**src/rtl/hni_rxrsp_link_if.sv**
```systemverilog
// Signal bundle between the CHI RSP receive pins, the link front end and hni_rxrsp.
// The slave modport is the link front end; master is the surrounding environment.
interface hni_rxrsp_link_if #(
  parameter int FLIT_W = 65
);
  logic              RXLINKACTIVEREQ;
  logic              RXLINKACTIVEACK;
  logic              RXRSPFLITPEND;
  logic              RXRSPFLITV;
  logic [FLIT_W-1:0] RXRSPFLIT;
  logic              RXRSPLCRDV;
  logic              rxrspflitpend;
  logic              rxrspflitv;
  logic [FLIT_W-1:0] rxrspflit;
  logic              rxrsp_lcrdv;
  logic              rxlink_run;
  logic              rxrsp_crd_err;

  modport master (
    output RXLINKACTIVEREQ, RXRSPFLITPEND, RXRSPFLITV, RXRSPFLIT, rxrsp_lcrdv,
    input  RXLINKACTIVEACK, RXRSPLCRDV, rxrspflitpend, rxrspflitv, rxrspflit,
           rxlink_run, rxrsp_crd_err
  );

  modport slave (
    input  RXLINKACTIVEREQ, RXRSPFLITPEND, RXRSPFLITV, RXRSPFLIT, rxrsp_lcrdv,
    output RXLINKACTIVEACK, RXRSPLCRDV, rxrspflitpend, rxrspflitv, rxrspflit,
           rxlink_run, rxrsp_crd_err
  );
endinterface

```
**src/rtl/hni_rxrsp_link.sv**
```systemverilog
// RX-RSP link-layer front end: link activation FSM, flit registering with LCrdReturn
// absorption, and pending/outstanding credit tracking across deactivation.
module hni_rxrsp_link #(
  parameter int CRD_MAX = 15,
  parameter int CNT_W   = 4,
  parameter int FLIT_W  = 65,
  parameter int OPC_LSB = 38,
  parameter int OPC_W   = 5
) (
  input  logic              clk,
  input  logic              rst,
  hni_rxrsp_link_if.slave   lnk
);

  typedef enum logic [1:0] {
    ST_STOP  = 2'b00,
    ST_ACT   = 2'b01,
    ST_RUN   = 2'b10,
    ST_DEACT = 2'b11
  } state_t;

  localparam logic [CNT_W-1:0] CRD_MAX_C = CNT_W'(CRD_MAX);
  localparam logic [CNT_W-1:0] ONE_C     = CNT_W'(1);

  state_t            state_q, state_d;
  logic [CNT_W-1:0]  pend_q, pend_d;
  logic [CNT_W-1:0]  out_q, out_d;
  logic              lcrdv_q;
  logic              flitv_q;
  logic [FLIT_W-1:0] flit_q;
  logic              flitpend_q;
  logic              err_q;

  logic accept;
  logic is_lcrd;
  logic fwd;
  logic issue;
  logic stop_flit;
  logic underflow;
  logic overflow;

  assign accept    = lnk.RXRSPFLITV && (state_q != ST_STOP);
  assign is_lcrd   = (lnk.RXRSPFLIT[OPC_LSB +: OPC_W] == '0);
  assign fwd       = accept && !is_lcrd;
  assign issue     = (state_q == ST_RUN) && ((pend_q != '0) || lnk.rxrsp_lcrdv);
  assign stop_flit = lnk.RXRSPFLITV && (state_q == ST_STOP);
  // A credit issued this cycle covers a flit arriving with out_cnt at zero.
  assign underflow = accept && (out_q == '0) && !issue;
  assign overflow  = lnk.rxrsp_lcrdv && !issue && (pend_q == CRD_MAX_C);

  always_comb begin
    pend_d = pend_q;
    if (lnk.rxrsp_lcrdv && !issue) begin
      if (pend_q != CRD_MAX_C) begin
        pend_d = pend_q + ONE_C;
      end
    end else if (!lnk.rxrsp_lcrdv && issue) begin
      pend_d = pend_q - ONE_C;
    end
  end

  always_comb begin
    out_d = out_q;
    if (issue && !accept) begin
      if (out_q != CRD_MAX_C) begin
        out_d = out_q + ONE_C;
      end
    end else if (accept && !issue) begin
      if (out_q != '0) begin
        out_d = out_q - ONE_C;
      end
    end
  end

  always_comb begin
    state_d = state_q;
    case (state_q)
      ST_STOP:  if (lnk.RXLINKACTIVEREQ) state_d = ST_ACT;
      ST_ACT:   state_d = lnk.RXLINKACTIVEREQ ? ST_RUN : ST_DEACT;
      ST_RUN:   if (!lnk.RXLINKACTIVEREQ) state_d = ST_DEACT;
      // Wait until every issued credit has come back before returning to STOP.
      ST_DEACT: if ((out_q == '0) && !lnk.RXRSPFLITV) state_d = ST_STOP;
      default:  state_d = ST_STOP;
    endcase
  end

  always_ff @(posedge clk) begin
    if (rst) begin
      state_q    <= ST_STOP;
      pend_q     <= '0;
      out_q      <= '0;
      lcrdv_q    <= 1'b0;
      flitv_q    <= 1'b0;
      flit_q     <= '0;
      flitpend_q <= 1'b0;
      err_q      <= 1'b0;
    end else begin
      state_q    <= state_d;
      pend_q     <= pend_d;
      out_q      <= out_d;
      lcrdv_q    <= issue;
      flitv_q    <= fwd;
      flit_q     <= fwd ? lnk.RXRSPFLIT : '0;
      flitpend_q <= lnk.RXRSPFLITPEND;
      err_q      <= err_q | stop_flit | underflow | overflow;
    end
  end

  assign lnk.RXLINKACTIVEACK = (state_q != ST_STOP);
  assign lnk.rxlink_run      = (state_q == ST_RUN);
  assign lnk.RXRSPLCRDV      = lcrdv_q;
  assign lnk.rxrspflitv      = flitv_q;
  assign lnk.rxrspflit       = flit_q;
  assign lnk.rxrspflitpend   = flitpend_q;
  assign lnk.rxrsp_crd_err   = err_q;

endmodule

```
**src/flat_wrapper.sv**
```systemverilog
// flat-port wrapper written by rule: the top's interface ports become plain ports
module hni_rxrsp_link_flat 
#(
  parameter int CRD_MAX = 15,
  parameter int CNT_W   = 4,
  parameter int FLIT_W  = 65,
  parameter int OPC_LSB = 38,
  parameter int OPC_W   = 5
)
  (clk, rst, lnk_RXLINKACTIVEREQ, lnk_RXRSPFLITPEND, lnk_RXRSPFLITV, lnk_RXRSPFLIT, lnk_rxrsp_lcrdv, lnk_RXLINKACTIVEACK, lnk_RXRSPLCRDV, lnk_rxrspflitpend, lnk_rxrspflitv, lnk_rxrspflit, lnk_rxlink_run, lnk_rxrsp_crd_err);
  hni_rxrsp_link_if #(.FLIT_W(FLIT_W)) lnk_i ();
  input  logic clk;
  input  logic rst;
  input wire logic [$bits(lnk_i.RXLINKACTIVEREQ)-1:0] lnk_RXLINKACTIVEREQ;
  input wire logic [$bits(lnk_i.RXRSPFLITPEND)-1:0] lnk_RXRSPFLITPEND;
  input wire logic [$bits(lnk_i.RXRSPFLITV)-1:0] lnk_RXRSPFLITV;
  input wire logic [$bits(lnk_i.RXRSPFLIT)-1:0] lnk_RXRSPFLIT;
  input wire logic [$bits(lnk_i.rxrsp_lcrdv)-1:0] lnk_rxrsp_lcrdv;
  output wire logic [$bits(lnk_i.RXLINKACTIVEACK)-1:0] lnk_RXLINKACTIVEACK;
  output wire logic [$bits(lnk_i.RXRSPLCRDV)-1:0] lnk_RXRSPLCRDV;
  output wire logic [$bits(lnk_i.rxrspflitpend)-1:0] lnk_rxrspflitpend;
  output wire logic [$bits(lnk_i.rxrspflitv)-1:0] lnk_rxrspflitv;
  output wire logic [$bits(lnk_i.rxrspflit)-1:0] lnk_rxrspflit;
  output wire logic [$bits(lnk_i.rxlink_run)-1:0] lnk_rxlink_run;
  output wire logic [$bits(lnk_i.rxrsp_crd_err)-1:0] lnk_rxrsp_crd_err;
  assign lnk_i.RXLINKACTIVEREQ = lnk_RXLINKACTIVEREQ;
  assign lnk_i.RXRSPFLITPEND = lnk_RXRSPFLITPEND;
  assign lnk_i.RXRSPFLITV = lnk_RXRSPFLITV;
  assign lnk_i.RXRSPFLIT = lnk_RXRSPFLIT;
  assign lnk_i.rxrsp_lcrdv = lnk_rxrsp_lcrdv;
  assign lnk_RXLINKACTIVEACK = lnk_i.RXLINKACTIVEACK;
  assign lnk_RXRSPLCRDV = lnk_i.RXRSPLCRDV;
  assign lnk_rxrspflitpend = lnk_i.rxrspflitpend;
  assign lnk_rxrspflitv = lnk_i.rxrspflitv;
  assign lnk_rxrspflit = lnk_i.rxrspflit;
  assign lnk_rxlink_run = lnk_i.rxlink_run;
  assign lnk_rxrsp_crd_err = lnk_i.rxrsp_crd_err;
  hni_rxrsp_link #(.CRD_MAX(CRD_MAX), .CNT_W(CNT_W), .FLIT_W(FLIT_W), .OPC_LSB(OPC_LSB), .OPC_W(OPC_W)) u_core (.clk(clk), .rst(rst), .lnk(lnk_i));
endmodule
```
**config.mk**
```make
export PLATFORM = sky130hd
export DESIGN_NAME = hni_rxrsp_link_flat
export DESIGN_NICKNAME = d
export VERILOG_FILES = /design/src/rtl/hni_rxrsp_link_if.sv /design/src/rtl/hni_rxrsp_link.sv /design/src/flat_wrapper.sv
export SDC_FILE = /design/constraint.sdc
export NUM_CORES = 1
export LEC_CHECK = 0
export ABC_AREA = 1
export CORE_MARGIN = 4
export CORE_UTILIZATION = 35
export DETAILED_ROUTE_END_ITERATION = 6
export GPL_ROUTABILITY_DRIVEN = 0
export PLACE_DENSITY = 0.79
export SLEW_MARGIN = 20
export SYNTH_ARGS = -nofsm -noshare
export SYNTH_HDL_FRONTEND = slang
export SYNTH_SLANG_ARGS = --single-unit
```
**constraint.sdc**
```tcl
create_clock -name clk -period 3.4 [get_ports clk]
set_clock_uncertainty 0.2 [all_clocks]
set_input_delay 0.68 -clock clk [delete_from_list [all_inputs] [get_ports clk]]
set_output_delay 0.68 -clock clk [all_outputs]
set_load 0.02 [all_outputs]
```
==> run metrics <==
status complete, no violations; floorplan core area 0.00741 sq mm; Power Density 651 mW/mm^2; Cell variety after synth 29; wire length of the first global-routing pass 10.4 mm; setup repair after global routing missed its margin no; worst reg2reg startpoint u_core.state_q[0]$_SDFFE_PP0P_; max-cap violations 0; worst voltage drop across the vdd grid 0.000423 V; CP Capture Type output port; Final Routed Wirelength 6.89 mm; clock sinks just under 80; Clock Tree Root clkbuf_8; slowest stage cell, crit path clkdlybuf4s50_1; Post-Syn Instances 324; nature of the critical path startpoint flip-flop; min-delay worst type reg2reg; num ports about 140; vias around 2,400; critical path type reg2out; post-cts resize count 0; number of CTS-inserted buffers 9; most area-consuming cells after synthesis dfxtp_1 (58%), inv_1 (11%), nor2_1 (11%), ha_1 (3.7%), nand2_1 (2.5%); length in cells of the worst reg-to-reg path 9; Hold Path Stages 1; total global routing overflow 0; slew of the pin with the lowest slew margin 0.404 ns; Detailed Route Iter0 Violations 36; Clock transition at path regs about 0.08 ns; TritonCTS clock tree built; global-route track usage on met3 about 6.7%; cell family with the largest share of critical-path delay buffers and inverters; routed via count divided by cell count approximately 4.2; RR Endpoint u_core.pend_q[3]$_SDFFE_PP0P_; most congested layer reported by global routing met2; number of warnings reported in the yosys synthesis log 0; hold path endpoint u_core.out_q[0]$_SDFFE_PP0P_; vias in the first global route around 2,300; async set-or-reset flop fraction in the synthesized netlist 0%; area growth from synthesis to layout 63.1%; die area between 0.009 and 0.01 sq mm; GRT Resource Usage Total between 10% and 20%; final worst-path cycle share 78.1%; residual antenna-violating net count after detailed routing 0; library cell with the largest summed area after synthesis dfxtp_1; Synth Net Count 404; layout cell share with drive strength beyond 1 6.11%; global-route track usage on met2 about a quarter; Global Route met1 Usage between 10% and 20%; most frequent cell after synthesis inv_1; delay of the slowest cell on the worst path between 0.6 and 0.7 ns; final max-slew violation count 0; insertion delay to the later sink of the worst-skew pair 0.34 ns; number of antenna violations at the first check in global routing 0; first-pass iteration count of the detailed router 4; cts-stage hold buffer count 0; final setup TNS 0 ns; final number of hold-violating endpoints 0; achievable clock frequency roughly 380 MHz; Rel. slew slack roughly 73%; number of synthesized register bits about 80; total setup violations reported at the end of the flow 0; width of the die between 90 and 100 um; ranking of synthesized cells by instance count inv_1 (81), dfxtp_1 (79), nor2_1 (79); top flip-flop cell by instance count after synthesis dfxtp_1; number of filler instances in the final layout about 650; maximum count of clock buffers along a single path 2; Mapped Avg Cell Area between 8 and 9 sq um; top-area cell type share of the netlist area about three fifths; data arrival at the endpoint of the critical path ~1.8 ns; total leakage power approximately 2.1 nW; sequential element share of the synthesized area between 50% and 60%; placed cell count 558; post-DR wirelength/cell between 10 and 15 um; startpoint of the worst hold path u_core.out_q[0]$_SDFFE_PP0P_; final critical-path required period 2.66 ns; Port Buf Inserts 141; final standard cell area without fillers 0.00444 sq mm; Final nets 550; number of setup buffers added after CTS 0; # rows 31; H-tree lvl count 3; effective utilization at floorplan between 30 and 40%; number of standard cells in the final layout excluding fillers 574; crit-path cells inv_1 -> ha_1 -> clkdlybuf4s50_1; Required @ worst endpoint 2.52 ns; Max FO, Critical Path 7; number of antenna cells inserted 0; netlist area before placement approximately 0.0027 sq mm; number of synthesized flops with an enable pin 0; Residual DRC 0; detailed-placement wirelength estimate roughly 5.5 mm; Bufs and invs on worst path 2; reg2reg setup slack roughly 0.93 ns; placed standard-cell area about 0.0042 sq mm; Die H 96.2 um; maximum number of pins on one net before global-route repair 25
## worst reg2reg max path, delay by kind of cell (launching register included)
family	cells	cell delay [ns]
AND/OR/NAND/NOR	2	0.45
flip-flops	1	0.38
adder cells (fa/ha/maj)	2	0.67
XOR/XNOR	1	0.17
AO/OA/AOI/OAI	3	0.45
buffers and inverters	1	0.10
## area by class of cell
class,instances,area [sq um],area share (%)
flip-flops and latches,79,1580,35.6
repair buffers,143,1430,32.1
multi-input cells,153,787,17.7
inverters,84,315,7.09
clock buffers,9,124,2.79
well taps,99,124,2.79
clock inverters,7,86.3,1.94
## flip-flops by register name (all words and copies together) (netlist names)
signal / flops
u_core.lnk.rxrspflit: 65
u_core.out_q: 4
u_core.pend_q: 4
u_core.state_q: 2
u_core.lnk.RXRSPLCRDV: 1
u_core.lnk.rxrsp_crd_err: 1
u_core.lnk.rxrspflitpend: 1
u_core.lnk.rxrspflitv: 1
## per-stage QoR
stage                     setup slack (ns)  hold WS (ns)  power, mW  util (%)
after detailed placement             0.535         0.314       2.20      57.2
after CTS                            0.717         0.335       2.94      60.0
after global placement               0.622         0.297       2.16      57.2
final                                0.744         0.326       2.89      60.0
after global routing                 0.650         0.364       3.10      60.0
after floorplan                       1.05         0.271       1.80         -
## metal layers
layer	vias to the layer above	share of wire, %
li1	1237	-
met3	15	12
met2	102	50
met4	0	2.1
met5	-	0
met1	1029	36
## cells by family (layout without fill, tap and decap cells)
family / Yosys count / in the layout / share of synthesized area, %
AO/OA/AOI/OAI: 25 / 25 / 5.14
flip-flops: 79 / 79 / 58.0
buffers and inverters: 92 / 243 / 13.2
adder cells (fa/ha/maj): 9 / 9 / 4.41
XOR/XNOR: 4 / 4 / 1.56
AND/OR/NAND/NOR: 115 / 115 / 17.7
## cells in the final DEF (no fill, tap or decap)
cell / n
a211oi_1: 1
a21o_1: 1
a21oi_1: 9
a21oi_2: 1
a31oi_1: 1
buf_4: 2
bufinv_16: 1
clkbuf_8: 9
clkdlybuf4s50_1: 141
clkinv_4: 1
clkinvlp_4: 1
dfxtp_1: 79
fa_1: 1
ha_1: 8
inv_1: 81
inv_2: 3
inv_6: 2
inv_8: 2
nand2_1: 17
nand2_2: 3
nand3_1: 4
nand3_2: 3
nand3b_1: 1
nand4_1: 5
nor2_1: 79
nor3_1: 2
o21a_1: 1
o21ai_0: 8
o21ai_1: 2
o21bai_1: 1
or2_1: 1
xnor2_1: 2
xnor2_2: 1
xor2_1: 1
## report_power, final
part,internal (mW),switching [mW],total [mW],leakage [nW]
Sequential,1.06,0.0883,1.15,0.643
Combinational,0.462,0.561,1.02,1.33
Clock,0.356,0.366,0.722,0.104
Total,1.88,1.02,2.89,2.08
## worst max-delay path by stage
| stage | slack [ns] | cells past startpoint | to | from |
|---|---|---|---|---|
| after floorplan | 1.05 | 10 | u_core.pend_q[3]$_SDFFE_PP0P_ | u_core.state_q[0]$_SDFFE_PP0P_ |
| after global placement | 0.62 | 9 | u_core.pend_q[3]$_SDFFE_PP0P_ | lnk_rxrsp_lcrdv |
| after detailed placement | 0.53 | 9 | u_core.pend_q[3]$_SDFFE_PP0P_ | lnk_rxrsp_lcrdv |
| after CTS | 0.72 | 3 | lnk_rxlink_run | u_core.state_q[0]$_SDFFE_PP0P_ |
| after global routing | 0.65 | 3 | lnk_rxlink_run | u_core.state_q[0]$_SDFFE_PP0P_ |
| final | 0.74 | 3 | lnk_rxlink_run | u_core.state_q[0]$_SDFFE_PP0P_ |
(Power assumes the default switching activity.)
